==> src/rtl/load_store_unit_if.sv <==
// rtl/load_store_unit_if.sv - core request/response and data-memory bus bundle for load_store_unit
// Purpose: carries the core-side req/ready/done handshake and the word-wide memory port.
// Modports:
//   slave  - the load/store unit: receives req/we/funct3/addr/wdata and mem_rd,
//            drives ready/done/rdata/err and mem_a/mem_wd/mem_we.
//   master - the environment (core plus memory): the mirror image of slave.
interface load_store_unit_if #(
   parameter int ADDR_W = 32
);
   logic              req;
   logic              we;
   logic [2:0]        funct3;
   logic [ADDR_W-1:0] addr;
   logic [31:0]       wdata;
   logic              ready;
   logic              done;
   logic [31:0]       rdata;
   logic              err;
   logic [ADDR_W-1:0] mem_a;
   logic [31:0]       mem_wd;
   logic              mem_we;
   logic [31:0]       mem_rd;

   modport slave (
      input  req, we, funct3, addr, wdata, mem_rd,
      output ready, done, rdata, err, mem_a, mem_wd, mem_we
   );

   modport master (
      output req, we, funct3, addr, wdata, mem_rd,
      input  ready, done, rdata, err, mem_a, mem_wd, mem_we
   );
endinterface

==> src/rtl/load_store_unit.sv <==
// rtl/load_store_unit.sv - RISC-V byte/halfword/word load-store unit over a word-only memory
// Purpose: turns core loads/stores into whole-word, big-endian memory accesses; sub-word
//          stores are done as read-modify-write.
// Ports:
//   clk    - rising-edge clock
//   rst_n  - asynchronous active-low reset
//   bus    - load_store_unit_if.slave: core req/we/funct3/addr/wdata -> ready/done/rdata/err,
//            memory mem_a/mem_wd/mem_we -> mem_rd (combinational read)
// Optional feature: define LSU_MISALIGN_TRAP_EN to return err for misaligned lh/lhu/sh/lw/sw
//                   instead of accessing the naturally aligned lane.
module load_store_unit #(
   parameter int ADDR_W = 32
) (
   input  logic               clk,
   input  logic               rst_n,
   load_store_unit_if.slave   bus
);
   typedef enum logic [1:0] {IDLE, READ, WRITE, DONE} state_t;

   state_t            state_q, state_d;
   logic              we_q, we_d;
   logic [2:0]        f3_q, f3_d;
   logic [1:0]        off_q, off_d;
   logic [31:0]       wdata_q, wdata_d;
   logic [ADDR_W-1:0] mem_a_q, mem_a_d;
   logic [31:0]       mem_wd_q, mem_wd_d;
   logic [31:0]       rdata_q, rdata_d;
   logic              err_q, err_d;

   logic              legal;
   logic              misalign;
   logic [7:0]        rd_byte;
   logic [15:0]       rd_half;
   logic [31:0]       load_val;
   logic [31:0]       merged;

   // Legality is judged on the live request inputs so the accept edge can branch directly.
   always_comb begin
      legal = 1'b0;
      if (bus.we) legal = (bus.funct3 == 3'b000) || (bus.funct3 == 3'b001) || (bus.funct3 == 3'b010);
      else        legal = (bus.funct3 == 3'b000) || (bus.funct3 == 3'b001) || (bus.funct3 == 3'b010) ||
                          (bus.funct3 == 3'b100) || (bus.funct3 == 3'b101);
   end

`ifdef LSU_MISALIGN_TRAP_EN
   assign misalign = ((bus.funct3[1:0] == 2'b01) && bus.addr[0]) ||
                     ((bus.funct3[1:0] == 2'b10) && (bus.addr[1:0] != 2'b00));
`else
   assign misalign = 1'b0;
`endif

   // Big-endian lanes: lowest byte address lives in bits 31:24.
   always_comb begin
      rd_byte = 8'h00;
      case (off_q)
         2'd0:    rd_byte = bus.mem_rd[31:24];
         2'd1:    rd_byte = bus.mem_rd[23:16];
         2'd2:    rd_byte = bus.mem_rd[15:8];
         default: rd_byte = bus.mem_rd[7:0];
      endcase
      rd_half = off_q[1] ? bus.mem_rd[15:0] : bus.mem_rd[31:16];
   end

   // funct3[2] selects zero extension (lbu/lhu); word loads ignore it.
   always_comb begin
      case (f3_q[1:0])
         2'b00:   load_val = {{24{rd_byte[7] & ~f3_q[2]}}, rd_byte};
         2'b01:   load_val = {{16{rd_half[15] & ~f3_q[2]}}, rd_half};
         default: load_val = bus.mem_rd;
      endcase
   end

   // Only sb/sh reach the merge, so anything that is not a byte op is a halfword op.
   always_comb begin
      merged = bus.mem_rd;
      if (f3_q[1:0] == 2'b00) begin
         case (off_q)
            2'd0:    merged = {wdata_q[7:0], bus.mem_rd[23:0]};
            2'd1:    merged = {bus.mem_rd[31:24], wdata_q[7:0], bus.mem_rd[15:0]};
            2'd2:    merged = {bus.mem_rd[31:16], wdata_q[7:0], bus.mem_rd[7:0]};
            default: merged = {bus.mem_rd[31:8], wdata_q[7:0]};
         endcase
      end else begin
         merged = off_q[1] ? {bus.mem_rd[31:16], wdata_q[15:0]} : {wdata_q[15:0], bus.mem_rd[15:0]};
      end
   end

   always_comb begin
      state_d  = state_q;
      we_d     = we_q;
      f3_d     = f3_q;
      off_d    = off_q;
      wdata_d  = wdata_q;
      mem_a_d  = mem_a_q;
      mem_wd_d = mem_wd_q;
      rdata_d  = rdata_q;
      err_d    = err_q;
      case (state_q)
         IDLE: begin
            if (bus.req) begin
               we_d    = bus.we;
               f3_d    = bus.funct3;
               off_d   = bus.addr[1:0];
               wdata_d = bus.wdata;
               mem_a_d = {bus.addr[ADDR_W-1:2], 2'b00};
               err_d   = 1'b0;
               rdata_d = 32'h0;
               if (!legal || misalign) begin
                  err_d   = 1'b1;
                  state_d = DONE;
               end else if (bus.we && (bus.funct3 == 3'b010)) begin
                  mem_wd_d = bus.wdata;
                  state_d  = WRITE;
               end else begin
                  state_d = READ;
               end
            end
         end
         READ: begin
            if (we_q) begin
               mem_wd_d = merged;
               state_d  = WRITE;
            end else begin
               rdata_d = load_val;
               state_d = DONE;
            end
         end
         WRITE:   state_d = DONE;
         default: state_d = IDLE;
      endcase
   end

   always_ff @(posedge clk or negedge rst_n) begin
      if (!rst_n) begin
         state_q  <= IDLE;
         we_q     <= 1'b0;
         f3_q     <= 3'b000;
         off_q    <= 2'b00;
         wdata_q  <= 32'h0;
         mem_a_q  <= '0;
         mem_wd_q <= 32'h0;
         rdata_q  <= 32'h0;
         err_q    <= 1'b0;
      end else begin
         state_q  <= state_d;
         we_q     <= we_d;
         f3_q     <= f3_d;
         off_q    <= off_d;
         wdata_q  <= wdata_d;
         mem_a_q  <= mem_a_d;
         mem_wd_q <= mem_wd_d;
         rdata_q  <= rdata_d;
         err_q    <= err_d;
      end
   end

   // mem_we decodes straight from state so an asserted reset kills it in the same cycle.
   assign bus.ready  = (state_q == IDLE);
   assign bus.done   = (state_q == DONE);
   assign bus.mem_we = (state_q == WRITE);
   assign bus.mem_a  = mem_a_q;
   assign bus.mem_wd = mem_wd_q;
   assign bus.rdata  = rdata_q;
   assign bus.err    = err_q;
endmodule
==> src/flat_wrapper.sv <==
// flat-port wrapper written by rule: the top's interface ports become plain ports
module load_store_unit_flat 
#(
   parameter int ADDR_W = 32
)
  (clk, rst_n, bus_req, bus_we, bus_funct3, bus_addr, bus_wdata, bus_mem_rd, bus_ready, bus_done, bus_rdata, bus_err, bus_mem_a, bus_mem_wd, bus_mem_we);
  load_store_unit_if #(.ADDR_W(ADDR_W)) bus_i ();
  input  logic clk;
  input  logic rst_n;
  input wire logic [$bits(bus_i.req)-1:0] bus_req;
  input wire logic [$bits(bus_i.we)-1:0] bus_we;
  input wire logic [$bits(bus_i.funct3)-1:0] bus_funct3;
  input wire logic [$bits(bus_i.addr)-1:0] bus_addr;
  input wire logic [$bits(bus_i.wdata)-1:0] bus_wdata;
  input wire logic [$bits(bus_i.mem_rd)-1:0] bus_mem_rd;
  output wire logic [$bits(bus_i.ready)-1:0] bus_ready;
  output wire logic [$bits(bus_i.done)-1:0] bus_done;
  output wire logic [$bits(bus_i.rdata)-1:0] bus_rdata;
  output wire logic [$bits(bus_i.err)-1:0] bus_err;
  output wire logic [$bits(bus_i.mem_a)-1:0] bus_mem_a;
  output wire logic [$bits(bus_i.mem_wd)-1:0] bus_mem_wd;
  output wire logic [$bits(bus_i.mem_we)-1:0] bus_mem_we;
  assign bus_i.req = bus_req;
  assign bus_i.we = bus_we;
  assign bus_i.funct3 = bus_funct3;
  assign bus_i.addr = bus_addr;
  assign bus_i.wdata = bus_wdata;
  assign bus_i.mem_rd = bus_mem_rd;
  assign bus_ready = bus_i.ready;
  assign bus_done = bus_i.done;
  assign bus_rdata = bus_i.rdata;
  assign bus_err = bus_i.err;
  assign bus_mem_a = bus_i.mem_a;
  assign bus_mem_wd = bus_i.mem_wd;
  assign bus_mem_we = bus_i.mem_we;
  load_store_unit #(.ADDR_W(ADDR_W)) u_core (.clk(clk), .rst_n(rst_n), .bus(bus_i));
endmodule
==> config.mk <==
export PLATFORM = sky130hd
export DESIGN_NAME = load_store_unit_flat
export DESIGN_NICKNAME = d
export VERILOG_FILES = /design/src/rtl/load_store_unit_if.sv /design/src/rtl/load_store_unit.sv /design/src/flat_wrapper.sv
export SDC_FILE = /design/constraint.sdc
export NUM_CORES = 1
export LEC_CHECK = 0
export CAP_MARGIN = 25
export CORE_ASPECT_RATIO = 1.1
export CORE_MARGIN = 1.5
export CORE_UTILIZATION = 46
export DETAILED_ROUTE_END_ITERATION = 10
export GPL_TIMING_DRIVEN = 0
export PLACE_DENSITY = 0.81
export SLEW_MARGIN = 20
export SYNTH_ARGS = -nofsm -noshare
export SYNTH_HDL_FRONTEND = slang
export SYNTH_SLANG_ARGS = --single-unit
==> constraint.sdc <==
create_clock -name clk -period 2.23 [get_ports clk]
set_input_delay 0.669 -clock clk [delete_from_list [all_inputs] [get_ports clk]]
set_output_delay 0.669 -clock clk [all_outputs]
set_load 0.03 [all_outputs]
**Yosys cells after proc, flatten, opt, wreduce, memory -nomap -nowiden**

Cells that the tools add are included.

- Output and inout port bits: 100
- Memory bits (read-only): 0
- Memory bits (writable): 0
- Word-level logic and storage cells: 61
- Register bits: 119
- Memories kept: 0
- Input bits: 103
- Latch bits: 0

- Reduce and logical (&&, ||, !) cells: 13
- Bitwise operators: 3
- $mul: 0
- Add/subtract/negate cells: 0
- Magnitude comparators: 0
- Shift-type cells: 0
- Eq/ne operators: 15
- Multiplexer cells: 21
- Div/mod/pow operators: 0

Operators by type and width:

| kind | number |
|---|---|
| two-way mux 32 bit | 8 |
| one-hot mux 32 bit (2 select lines) | 3 |
| one-hot mux 32 bit (3 select lines) | 1 |
| one-hot mux 8 bit (3 select lines) | 1 |
| two-way mux 16 bit | 1 |
| equality test 2 x 1 -> 1 bit (second input constant) | 3 |
| equality test 2 bit (second input constant) | 3 |
| equality test 3 bit (second input constant) | 2 |
| logical NOT 2 bit | 3 |
| two-way mux 2 bit | 3 |
| inequality test 2 x 1 -> 1 bit (second input constant) | 3 |
| one-hot mux 2 bit (3 select lines) | 1 |
| AND reduction 5 bit | 1 |
| logical OR 1 bit | 4 |
| inequality test 2 bit (second input constant) | 2 |
| equality test 3 x 1 -> 1 bit (second input constant) | 1 |
| equality test 3 x 2 -> 1 bit (second input constant) | 1 |
| logical NOT 3 bit | 1 |
| two-way mux 1 bit | 3 |
| AND reduction 3 bit | 1 |
| bitwise AND 1 bit | 2 |
| AND reduction 2 bit | 1 |
| nonzero test 2 bit | 1 |
| logical AND 1 bit | 1 |
| NOT 1 bit | 1 |

**Depth between registers and ports, before layout**

Gate-level depths: netlist of the first run.

- Word-level depth: 9
- Gate-level depth with buffers: 8
- Mapped depth without buffers: 6

**Worst setup path after synthesis of the first run**

Ideal clock, no wire load.

- Path kind: reg2reg
- Start point: register u_core.state_q[0]
- End point: register u_core.wdata_q[11]
- Required time: 2105 ps
- Setup time: 125 ps
- Path slack: 216 ps
- Path buffers: 2
- Stages on the path, launching flop included: 7
- Clock period less this slack: 2014 ps
- Data arrival time: 1889 ps
- Cells stage by stage: dfrtp_1 -> inv_1 -> ha_1 -> and2_1 -> buf_2 -> buf_1 -> mux2_2

- Word-level cells in the longest chain between the ends: 2

Ends and longest elaborated chain:

| item | line | source |
|---|---|---|
| start, declared | load_store_unit.sv:20 | `state_t state_q, state_d;` |
| start signal, assigned | load_store_unit.sv:145 | `state_q <= state_d;` |
| logical NOT 2 bit | - |  |
| net bus_ready | flat_wrapper.sv:16 | `output wire logic [$bits(bus_i.ready)-1:0] bus_ready;` |
| AND reduction 2 bit (no source line) | - |  |
| end signal, assigned | load_store_unit.sv:149 | `wdata_q <= wdata_d;` |
| end, declared | load_store_unit.sv:24 | `logic [31:0] wdata_q, wdata_d;` |

The timed path passes the listed nets, and every way through them passes these cells.
A chain may end at the register's enable or synchronous reset.

**Final worst setup path of the first run**

- Start point: register u_core.state_q[0]
- End point: output port bus_done

- Word-level cells in the longest chain between the ends: 1

Ends and longest elaborated chain:

| item | line | source |
|---|---|---|
| equality test 2 bit | load_store_unit.sv:159 | `assign bus.done = (state_q == DONE);` |
| end, declared | flat_wrapper.sv:17 | `output wire logic [$bits(bus_i.done)-1:0] bus_done;` |

Every way passes these cells.

==> results of run 1 <==
## metal layers
| metal | vias to the layer above | GRT usage | share of wire |
|---|---|---|---|
| met5 | - | 0 | 0 |
| met3 | 50 | 0.08756 | 0.076 |
| met2 | 255 | 0.4739 | 0.49 |
| li1 | 2427 | - | - |
| met1 | 2662 | 0.3451 | 0.40 |
| met4 | 0 | 0.1274 | 0.030 |
## stage by stage
step	hold slack, ns	cells	total power [mW]	cell area, um^2	setup slack, ns
floorplan	0.3734	531	8.450	5933	0.2157
global placement	0.4643	888	11.17	8132	-4.009
detailed placement	0.4690	889	11.35	8160	-0.6128
CTS	0.1969	920	14.37	8803	0.001498
global route	0.2133	922	15.12	8857	0.003719
finish	0.1872	922	14.41	8857	0.04597
## sequential cells by signal, indices dropped and copies added, names as in the netlist
register,flops
u_core.bus.mem_a,30
u_core.bus.err,1
u_core.state_q,2
u_core.off_q,2
u_core.f3_q,3
u_core.bus.rdata,32
u_core.wdata_q,16
u_core.bus.mem_wd,32
u_core.we_q,1
## cells in the final DEF (no fill, tap or decap), types with 10 or more instances in the layout
cell and count:
buf_2 17, o21ai_0 32, nor2_1 16, a21o_1 16
clkbuf_16 17, o21ai_1 10, mux2_2 56, o211ai_1 10
clkbuf_1 16, a21oi_1 17, clkbuf_2 10, a211oi_1 16
mux2i_1 19, dfrtp_1 119, a221o_1 16, clkdlybuf4s50_1 196
nand2b_1 16, nand2_1 42
## worst paths after layout
kind / cells after the start / to
max: 2 / bus_done
min: 1 / u_core.we_q$_DFFE_PN0P_
max reg2reg: 7 / u_core.bus.mem_wd[26]$_DFFE_PN0P_
min reg2reg: 1 / u_core.bus.mem_wd[1]$_DFFE_PN0P_
max in group asynchronous: 2 / u_core.bus.rdata[6]$_DFFE_PN0P_
min in group clk: 1 / u_core.bus.mem_wd[1]$_DFFE_PN0P_
## power by group through the flow
stage	sequential, mW	clock [mW]	combinational [mW]
after CTS	3.77	2.98	7.62
after global placement	3.74	0	7.43
final	3.77	2.95	7.69
after floorplan	5.14	0	3.31
after global routing	3.87	3.08	8.16
after detailed placement	3.79	0	7.56
## kinds of logic (layout without fill, tap and decap cells)
| family | Yosys count | after routing | share of synthesized area |
|---|---|---|---|
| compound gates | 168 | 168 | 0.2093 |
| fa+ha+maj | 4 | 4 | 0.008441 |
| buf+inv | 52 | 286 | 0.04199 |
| flops | 119 | 119 | 0.5022 |
| mux | 77 | 77 | 0.1435 |
| other cells | 1 | 2 | 0.0006324 |
| simple gates | 109 | 109 | 0.09390 |
## area by class of cell
| class | count | area, um^2 |
|---|---|---|
| tap | 157 | 196.4 |
| sequential | 119 | 2978 |
| buffer | 45 | 239.0 |
| timing repair buffer | 203 | 2041 |
| fill | 939 | 3732 |
| inverter | 7 | 26.28 |
| clock inverter | 8 | 171.4 |
| clock buffer | 23 | 457.9 |
| multi-input combinational | 360 | 2748 |
## what timing repair did
| item | 4_1_cts | 5_1_grt |
|---|---|---|
| gates resized for setup | 11 | 19 |
| endpoints found under the setup margin | 43 | 55 |
| hold endpoints to repair | 0 | 0 |
| pin swaps | 1 | 1 |
| buffers inserted | 0 | 2 |
| cloned | 0 | 0 |
==> impl_metrics.env, run 1 <==
export IMPL_finalSetupTns_ns=0
export IMPL_hold_class="primary input to async pin"
export IMPL_drive_above_1_share=0.1739
export IMPL_p_leak_nw=3.790
export IMPL_ys_ff_latch=119
export IMPL_place_congestion=0.8690
export IMPL_die_height_um=122.1
export IMPL_slew_headroom=0.5016
export IMPL_synth_most_common_cell="dfrtp_1"
export IMPL_crit_buf_inv=1
export IMPL_seq_area_frac_synth=0.5022
export IMPL_first_pass_iters=5
export IMPL_slowest_stage="dlygate4sd2_1"
export IMPL_startpoint="u_core.state_q[0]$_DFFE_PN0P_"
export IMPL_wirelength_mm=19.28
export IMPL_yosys_area_top_type="dfrtp_1"
export IMPL_hold_viol=0
export IMPL_power_switching_mw=6.012
export IMPL_area_growth_pct=49.38
export IMPL_vias=5394
export IMPL_fin_util=0.7035
export IMPL_grt_usage=0.2856
export IMPL_viasPerCell=5.850
export IMPL_setup_violations=0
export IMPL_status="finished, final reports clean"
export IMPL_p_clk_frac=0.205
export IMPL_worst_slew_pin_transition_ns=0.7449
export IMPL_critPathKind="flip-flop to output port"
export IMPL_ant_nets=0
export IMPL_p_comb_frac=0.533
export IMPL_sw_frac_of_total=0.4171
export IMPL_h_tree_depth=4
export IMPL_rsz0062_at_grt="false"
export IMPL_nNetsFinal=860
export IMPL_vdd_drop_max_mv=1.040
export IMPL_std_cell_rows=43
export IMPL_die_width_um=111.3
export IMPL_route_detailed_wl_per_inst_um=20.92
export IMPL_antenna_found_initial=0
export IMPL_grt_pass1_vias=5578
export IMPL_cts_hold_buf=0
export IMPL_cp_slowest_stage_delay_ns=0.43
export IMPL_clock_root_buffer="clkbuf_16"
export IMPL_fmax_mhz=457.9
export IMPL_cts_reportedPaths_clkPinSlew_ns=0.05
export IMPL_internal_power_mw=8.402
export IMPL_io_pins=203
export IMPL_numPortBuffers=200
export IMPL_grt_overflow=0
export IMPL_endpoint_kind="output port"
export IMPL_fin_crit_ns=2.184
export IMPL_path_cells="ha_1, dlygate4sd2_1"
export IMPL_numCtsBuffers=17
export IMPL_diodes=0
export IMPL_synth_edf_count=0
export IMPL_r2r_slack_ns=0.10
export IMPL_synth_top_area_frac=0.5022
export IMPL_clock_path_buffers=2
export IMPL_grt_pass1_wl_mm=29.73
export IMPL_syn_inst=530
export IMPL_cp_max_fo=5
export IMPL_clock_skew_ns=0.009616
export IMPL_synthTopCellsByCount="dfrtp_1, mux2_2, nand2_1"
export IMPL_start_kind="flip-flop"
export IMPL_synthArstFlopShare=1.000
export IMPL_max_cap_viol_count=0
export IMPL_fin_crit_sh=0.9794
export IMPL_dp_hpwl_mm=14.73
export IMPL_report_final_slew_viol_count=0
export IMPL_ys_types=50
export IMPL_clk_latency_ns=0.42
export IMPL_synth_area_mm2=0.005929
export IMPL_ys_warn_count=0
export IMPL_crit_required_ns=1.56
export IMPL_crit_family="buffers and inverters"
export IMPL_dieArea_mm2=0.01358
export IMPL_core_mm2=0.01259
export IMPL_crit_arrival_ns=1.52
export IMPL_cts_sinks=119
export IMPL_start_util=0.4710
export IMPL_route_detailed_drc=0
export IMPL_netlist_top_cells_area="dfrtp_1, mux2_2, mux2i_1, nand2_1, a221o_1"
export IMPL_p_seq_frac=0.262
export IMPL_drtIter0Drc=367
export IMPL_synth_main_ff_cell="dfrtp_1"
export IMPL_power_density_mw_per_mm2=1627
export IMPL_grt_max_degree=72
export IMPL_syn_area_per_cell_um2=11.19
export IMPL_r2r_start="u_core.state_q[1]$_DFFE_PN0P_"
export IMPL_cts_tree="done"
No activity file was read; power rests on OpenSTA's default activity.
==> inputs of run 2 (changes only) <==
Settings changed: CORE_UTILIZATION 46 to 40, PLACE_DENSITY 0.81 to 0.72.
==> run 2 against run 1 <==
Against the previous run: utilization fell by 9.2 points; first-iteration DRC count fell by 15%; sequential cell count did not move; total power fell by 2.6%; via count fell by 1.4%; worst setup slack improved by 0.0097 ns; fmax rose by 0.45%; critical path depth rose by 5; non-clock buffer count rose by 2; clock-buffer cell count fell by 3; clock skew rose by 0.00064 ns; largest cell class unchanged.
==> impl_metrics.env, run 2 (same netlist as run 1, synthesis figures left out) <==
export IMPL_drtIter0Drc=312
export IMPL_dp_hpwl_mm=14.58
export IMPL_route_detailed_wl_per_inst_um=20.14
export IMPL_clock_skew_ns=0.01025
export IMPL_antenna_found_initial=0
export IMPL_status="finished, final reports clean"
export IMPL_start_util=0.4104
export IMPL_rr_endpoint="u_core.bus.mem_wd[30]$_DFFE_PN0P_"
export IMPL_cts_reportedPaths_clkPinSlew_ns=0.06
export IMPL_max_cap_viol_count=0
export IMPL_fillCellCount=1154
export IMPL_cp_slowest_stage_delay_ns=0.54
export IMPL_cts_sinks=119
export IMPL_clk_latency_ns=0.42
export IMPL_drive_above_1_share=0.1749
export IMPL_h_tree_depth=4
export IMPL_p_comb_frac=0.542
export IMPL_grt_pass1_vias=5459
export IMPL_hold_viol=0
export IMPL_report_final_slew_viol_count=0
export IMPL_final_common_cell="clkdlybuf4s50_1"
export IMPL_p_seq_frac=0.269
export IMPL_ant_nets=0
export IMPL_path_cells="clkdlybuf4s50_1, mux2_4, a22oi_4, a2111oi_4, buf_4, buf_6, a221o_1"
export IMPL_diodes=0
export IMPL_power_density_mw_per_mm2=1588
export IMPL_sw_frac_of_total=0.4246
export IMPL_grt_pass1_wl_mm=29.99
export IMPL_nNetsFinal=862
export IMPL_slowest_stage="clkdlybuf4s50_1"
export IMPL_place_area_mm2=0.008204
export IMPL_hold_class="primary input to async pin"
export IMPL_cts_tree="done"
export IMPL_start_kind="primary input"
export IMPL_fin_crit_sh=0.9750
export IMPL_power_switching_mw=5.959
export IMPL_dieArea_mm2=0.01556
export IMPL_slew_headroom=0.5481
export IMPL_grt_usage=0.2542
export IMPL_clock_path_buffers=2
export IMPL_grt_overflow=0
export IMPL_r2r_start="u_core.state_q[1]$_DFFE_PN0P_"
export IMPL_layout_setup_ws_ns=0.05570
export IMPL_critPathKind="primary input to flip-flop"
export IMPL_fin_total_pwr_mw=14.03
export IMPL_clock_root_buffer="clkbuf_16"
export IMPL_crit_arrival_ns=2.48
export IMPL_numPortBuffers=200
export IMPL_setup_violations=0
export IMPL_place_congestion=0.8671
export IMPL_dp_cells=924
export IMPL_die_height_um=130.7
export IMPL_r2r_cells=7
export IMPL_vias=5318
export IMPL_core_mm2=0.01445
export IMPL_numCtsBuffers=17
export IMPL_fmax_mhz=459.9
export IMPL_multi_input_area_mm2=0.002738
export IMPL_fin_cells=958
export IMPL_cts_hold_buf=0
export IMPL_layout_common_cells="clkdlybuf4s50_1, dfrtp_1, mux2_2"
export IMPL_std_cell_rows=46
export IMPL_first_pass_iters=6
export IMPL_seqCellArea_mm2=0.002978
export IMPL_wirelength_mm=19.30
export IMPL_rsz0062_at_grt="false"
export IMPL_internal_power_mw=8.074
export IMPL_crit_required_ns=2.54
export IMPL_io_pins=203
export IMPL_endpoint_kind="flip-flop"
export IMPL_p_leak_nw=3.761
export IMPL_fin_crit_ns=2.174
export IMPL_p_clk_frac=0.188
export IMPL_worst_slew_pin_transition_ns=0.6754
export IMPL_grt_max_degree=73
export IMPL_die_width_um=119.1
export IMPL_r2r_slack_ns=0.13
export IMPL_viasPerCell=5.551
export IMPL_area_growth_pct=49.00
export IMPL_post_place_ws_ns=-0.6174
export IMPL_route_detailed_drc=0
export IMPL_cp_max_fo=10
export IMPL_vdd_drop_max_mv=0.7883
export IMPL_finalSetupTns_ns=0
export IMPL_fin_area_mm2=0.008835
## run 2: how the worst max path moves through the flow
stage	from	end	slack (ns)	depth (start not counted)
4_1_cts	bus_req	u_core.bus.rdata[18]$_DFFE_PN0P_	0.01	6
3_3_place_gp	rst_n	u_core.bus.mem_wd[4]$_DFFE_PN0P_	-4.00	1
6_report	bus_mem_rd[7]	u_core.bus.rdata[18]$_DFFE_PN0P_	0.06	7
3_5_place_dp	bus_req	u_core.bus.mem_wd[21]$_DFFE_PN0P_	-0.62	7
2_1_floorplan	u_core.state_q[0]$_DFFE_PN0P_	u_core.wdata_q[11]$_DFFE_PN0P_	0.22	6
5_1_grt	u_core.state_q[1]$_DFFE_PN0P_	u_core.bus.rdata[25]$_DFFE_PN0P_	0.008	6
## run 2: metal layers
metal / GRT usage / share of wire / vias to the layer above
met2: 0.4101 / 0.47 / 261
met3: 0.07769 / 0.086 / 45
met5: 0 / 0 / -
met1: 0.3169 / 0.41 / 2575
li1: - / - / 2437
met4: 0.1162 / 0.035 / 0
## run 2: cell type report
type	count	share of cell area
clock buffers	20	0.05169
plain buffers	45	0.02663
well taps	192	0.02719
multi-input cells	360	0.3099
repair buffers	205	0.2327
inverters	7	0.002974
flip-flops and latches	119	0.3371
clock inverters	10	0.01190
## run 2: through the flow
step | hold WS [ns] | util
floorplan | 0.3734 | -
CTS | 0.1774 | 0.6081
global placement | 0.4643 | 0.5659
global route | 0.1973 | 0.6116
finish | 0.1606 | 0.6116
detailed placement | 0.4658 | 0.5679
## run 2: what timing repair did
action / in CTS / in global routing
endpoints found under the setup margin: 47 / 29
buffers inserted: 0 / 4
pin swaps: 1 / 2
gates resized for setup: 14 / 10
## run 2: critical path: cells and delay by family
family	cells	cell delay, ns
AOI/OAI and AO/OA	3	0.63
buffers and inverters	3	0.85
muxes	1	0.33
## run 2: power groups by stage
stage / Combinational (mW) / Sequential, mW / Clock, mW
2_1_floorplan: 3.31 / 5.14 / 0
3_3_place_gp: 7.40 / 3.75 / 0
3_5_place_dp: 7.51 / 3.79 / 0
4_1_cts: 7.55 / 3.78 / 2.67
5_1_grt: 8.13 / 3.89 / 2.76
6_report: 7.61 / 3.78 / 2.64
